[config.mk]
export PLATFORM = sky130hd
export DESIGN_NAME = display_digit_sched
export DESIGN_NICKNAME = d
export VERILOG_FILES = /design/src/rtl/display_digit_sched.sv
export SDC_FILE = /design/constraint.sdc
export NUM_CORES = 1
export LEC_CHECK = 0
export BUFFER_PORTS_ARGS = -buffer_cell sky130_fd_sc_hd__clkbuf_2
export CAP_MARGIN = 10
export CORE_MARGIN = 5
export CORE_UTILIZATION = 30
export CTS_CLUSTER_SIZE = 40
export DETAILED_ROUTE_END_ITERATION = 8
export GPL_TIMING_DRIVEN = 0
export HOLD_SLACK_MARGIN = 0.05
export PLACE_DENSITY_LB_ADDON = 0.3
export SYNTH_ARGS = -nofsm -noshare
export SYNTH_HDL_FRONTEND = slang
export SYNTH_SLANG_ARGS = --single-unit
[constraint.sdc]
create_clock -name clk -period 1.8 [get_ports clk]
set_clock_uncertainty 0.1 [all_clocks]
set_input_delay 0.27 -clock clk [delete_from_list [all_inputs] [get_ports clk]]
set_output_delay 0.27 -clock clk [all_outputs]
set_load 0.02 [all_outputs]
[src/rtl/display_digit_sched.sv]
// Frame-synchronous BCD digit scheduler for the VGA text overlay.
// On a frame-start pulse it snapshots the temperature and setpoint, converts
// both with an 8-step sequential double-dabble, and then commits all five
// digits in one cycle. The overlay therefore never sees a half-updated value.
module display_digit_sched #(
  parameter int unsigned TEMP_MAX   = 99,
  parameter int unsigned CONV_STEPS = 8
) (
  input  logic       clk,
  input  logic       rst,
  input  logic       frame_start,
  input  logic       freeze,
  input  logic [7:0] temp_bin,
  input  logic [7:0] setp_bin,
  output logic [3:0] registrotd,
  output logic [3:0] registrotu,
  output logic [3:0] registrosc,
  output logic [3:0] registrosd,
  output logic [3:0] registrosu,
  output logic       busy,
  output logic       upd_done,
  output logic       temp_ovf,
  output logic       overrun
);

  localparam logic [1:0] IDLE   = 2'd0;
  localparam logic [1:0] CONV   = 2'd1;
  localparam logic [1:0] COMMIT = 2'd2;

  localparam logic [3:0] LastStep = 4'(CONV_STEPS - 1);

  logic [1:0]  state;
  logic [3:0]  step;
  logic [7:0]  temp_sh;
  logic [7:0]  setp_sh;
  logic [7:0]  temp_cap;
  logic [11:0] temp_bcd;
  logic [11:0] setp_bcd;

  logic [11:0] temp_adj;
  logic [11:0] setp_adj;
  logic [19:0] temp_shift;
  logic [19:0] setp_shift;
  logic        start_req;

  // Add 3 to every BCD nibble that is 5 or more (double-dabble correction).
  function automatic logic [11:0] dab_adj(input logic [11:0] s);
    logic [11:0] r;
    r = s;
    for (int i = 0; i < 3; i++) begin
      if (s[4*i +: 4] >= 4'd5) begin
        r[4*i +: 4] = s[4*i +: 4] + 4'd3;
      end
    end
    return r;
  endfunction

  // One double-dabble iteration for both operands: correct, then shift left.
  always_comb begin
    temp_adj   = dab_adj(temp_bcd);
    setp_adj   = dab_adj(setp_bcd);
    temp_shift = {temp_adj[10:0], temp_sh, 1'b0};
    setp_shift = {setp_adj[10:0], setp_sh, 1'b0};
    start_req  = frame_start && !freeze;
  end

  assign busy = (state != IDLE);

  // Sticky overrun: a live frame_start while a conversion is still in flight.
  always_ff @(posedge clk) begin
    if (rst) begin
      overrun <= 1'b0;
    end else if (start_req && busy) begin
      overrun <= 1'b1;
    end
  end

  // Conversion FSM: capture, iterate, then commit all digits together.
  always_ff @(posedge clk) begin
    if (rst) begin
      state      <= IDLE;
      step       <= '0;
      temp_sh    <= '0;
      setp_sh    <= '0;
      temp_cap   <= '0;
      temp_bcd   <= '0;
      setp_bcd   <= '0;
      registrotd <= '0;
      registrotu <= '0;
      registrosc <= '0;
      registrosd <= '0;
      registrosu <= '0;
      temp_ovf   <= 1'b0;
      upd_done   <= 1'b0;
    end else begin
      upd_done <= 1'b0;
      case (state)
        IDLE: begin
          if (start_req) begin
            temp_sh  <= temp_bin;
            temp_cap <= temp_bin;
            setp_sh  <= setp_bin;
            temp_bcd <= '0;
            setp_bcd <= '0;
            step     <= '0;
            state    <= CONV;
          end
        end
        CONV: begin
          {temp_bcd, temp_sh} <= temp_shift;
          {setp_bcd, setp_sh} <= setp_shift;
          step                <= step + 4'd1;
          if (step == LastStep) begin
            state <= COMMIT;
          end
        end
        COMMIT: begin
          registrosc <= setp_bcd[11:8];
          registrosd <= setp_bcd[7:4];
          registrosu <= setp_bcd[3:0];
          // Saturate on the captured binary value so TEMP_MAX may be any limit.
          if (32'(temp_cap) > TEMP_MAX) begin
            registrotd <= 4'd9;
            registrotu <= 4'd9;
            temp_ovf   <= 1'b1;
          end else begin
            registrotd <= temp_bcd[7:4];
            registrotu <= temp_bcd[3:0];
            temp_ovf   <= 1'b0;
          end
          upd_done <= 1'b1;
          state    <= IDLE;
        end
        default: state <= IDLE;
      endcase
    end
  end

endmodule

==> results.yml <==
synth:
  synth_compound_area_share_pct: 15.40
  yosysTopAreaCell: "dfxtp_1"
  syn_inst: 363
  synth_area_leaders: "dfxtp_1, nand2_1, a21oi_1"
  syn_area_sq_mm: 0.003070
  synth.area.mux_share_pct: 3.627
  yosysTopAreaCellShare_pct: 46.29
  synth.avg_cell_area_sq_um: 8.459
  async_flop_share_pct: 0
  synthesis.nets: 394
  synth_edf_count: 0
  synth_cell_types: 38
  synth_top_family_by_area: "simple AND/OR/NAND/NOR gates"
  synth_xor_xnor_area_share_pct: 0
  yosysWarnings: 0
  synthSimpleGateAreaFrac_pct: 24.33
  synth_ff_type: "dfxtp_1"
  yosys.area_share.adder_pct: 4.482
  ys_ff_latch: 71
  synth-seq-area-share_pct: 46.29
drt:
  ant_nets: 0
  drc: 0
  vias_per_cell: 4.747
  firstDrtPassIters: 4
  num_vias: 2668
  drtIter0Drc: 112
  drt_wl_total_um: 7871
  wl_per_cell_um: 14.01
min_path:
  hold_depth: 3
  holdCritPathClass: "in2reg"
  min_to: "temp_sh[1]"
  worstHoldStart: "temp_bin[1]"
die:
  die_area_sq_mm: 0.01236
  rows: 37
  die_w_um: 111.2
  io_pins: 44
  initial_utilization_pct: 30.29
  die_y_um: 111.2
  core_area_sq_mm: 0.01014
worst_setup_path:
  r2r_start: "state[0]"
  slowest_stage: "or4b_4"
  setup.worst_path.class: "reg2reg"
  slowest_delay_ns: 0.58
  cp-start-kind: "register"
  required_ns: 1.93
  end_kind: "register"
  worstPathArrival_ns: 1.78
  reg2regPathDepth: 4
  crit_chain: "or4b_4 > nand2_4 > nor2_2 > a22o_1"
  critPathMaxFanout: 8
  r2r-end: "setp_bcd[6]"
  r2r_slack_ns: 0.15
sta:
  finalCritPeriodShare_pct: 91.82
  drv_slew: 0
  rsz0062_at_grt: "false"
  hold_viol: 0
  setup_tns_ns: 0
  fmax_ghz: 0.6050
  tightest_slew_ns: 0.6548
  maxSlewHeadroom_pct: 56.34
  period_minus_slack_ns: 1.653
  setup_viol: 0
clocking:
  clock_latency_ns: 0.34
  cts_tree: "built"
  numCtsBuffers: 9
  cts_root_buf: "clkbuf_8"
  clk_pin_slew_ns: 0.07
  ctsLongestPathBuffers: 2
  cts.sinks: 71
  cts_max_level: 3
place:
  place_inst: 541
  io_buffers: 42
  place_congestion: 0.8185
  dpl_cell_area_sq_mm: 0.003451
  dp.final_hpwl_um: 5646
power_and_ir_drop:
  p_leak_nw: 1.470
  power_density_mw_per_mm2: 895.0
  peakVddDrop_v: 0.0003661
grt:
  overflow: 0
  grt_use_total_pct: 12.97
  grt_pass1_vias: 2553
  antenna_found_initial: 0
  grt_max_degree: 12
  grt_pass1_wl_um: 12900
finish:
  design_area_sq_mm: 0.003724
  seq_area_sq_mm: 0.001423
  fin_util_pct: 36.73
  nets: 452
  multi_input_area_sq_mm: 0.001474
  antenna_cells: 0
  mostFrequentLayoutCells: "dfxtp_1, nand2_1, a21oi_1, clkbuf_2, nor2_1"
  layout-drive-gt1-share_pct: 19.25
  area_growth_pct: 21.27
  nFillCells: 1062
  layout_commonest_cell: "dfxtp_1"
  instances_no_fill: 562
run_status:
  status: "completed"
job:
  cap_viol_max_count: 0
[cell usage after synthesis, types with 4 or more instances]
library cell	instances
buf_2	9
nor2_1	30
dfxtp_1	71
mux2i_1	10
buf_6	4
nor4_1	6
o41ai_1	5
a22o_1	5
nand2_1	63
nor3_1	21
a31oi_1	8
clkbuf_1	9
nand3_1	13
inv_1	11
o21ai_0	9
ha_1	11
a21oi_1	43
nand2b_1	7
[what timing repair did]
| item | 4_1_cts | 5_1_grt |
|---|---|---|
| pin swaps | 1 | 0 |
| buffers inserted | 3 | 0 |
| gates resized for setup | 0 | 3 |
| hold buffers | 2 | 0 |
| setup endpoints to repair | 10 | 11 |
| hold endpoints to repair | 2 | 0 |
[state kept, by name (all words and copies together) (netlist names)]
signal / flops
registrosu: 4
temp_ovf: 1
state: 2
setp_bcd: 12
overrun: 1
temp_sh: 8
registrotd: 4
upd_done: 1
temp_cap: 6
registrosc: 4
step: 4
setp_sh: 8
registrotu: 4
registrosd: 4
temp_bcd: 8
[critical path: cells and delay by family (launching register included)]
kind	cells	cell delay, ns
AOI/OAI and AO/OA	1	0.24
DFF	1	0.40
and+or+nand+nor	3	0.80
[layer usage]
metal	share of wire (%)	vias up	global-route usage, %
met2	47	38	21.71
li1	-	1385	-
met5	0	-	0
met4	1.3	0	4.623
met1	48	1237	16.50
met3	3.4	8	2.675
[power breakdown]
part	leakage, nW	internal (mW)	total [mW]	switching (mW)
clock	0.114	0.856	1.44	0.587
combinational	0.780	0.0921	0.258	0.165
sequential	0.576	1.61	1.63	0.0232
[logic make-up after synthesis]
group           count (synthesis)
mux                            11
compound gates                 79
buf+inv                        36
flops                          71
fa+ha+maj                      11
simple gates                  155
[through the flow]
stage          hold WS [ns]  power (mW)  setup WS, ns
6_report            0.07638       3.333        0.1472
4_1_cts             0.06561       3.373       0.02502
3_5_place_dp         0.3450       1.916       -0.1229
5_1_grt             0.08478       3.456       0.02609
3_3_place_gp         0.3387       1.912      -0.06280
2_1_floorplan        0.3060       1.826        0.2612
[layout make-up]
class,instances,area share (%)
Tap cell,136,4.570
Timing Repair Buffer,47,6.788
Sequential cell,71,38.21
Clock inverter,3,1.747
Inverter,11,1.109
Buffer,25,3.730
Multi-Input combinational cell,256,39.58
Clock buffer,13,4.267
[how the worst max path moves through the flow]
stage / start / depth (start not counted) / slack (ns) / to
finish: state[0] / 4 / 0.15 / setp_bcd[6]
global route: temp_bcd[0] / 6 / 0.03 / temp_bcd[2]
CTS: state[1] / 6 / 0.03 / temp_bcd[1]
detailed placement: rst / 4 / -0.12 / temp_cap[6]
global placement: state[1] / 5 / -0.06 / step[2]
floorplan: state[1] / 5 / 0.26 / setp_sh[0]
Note: power is estimated with default switching activity, not from simulation.
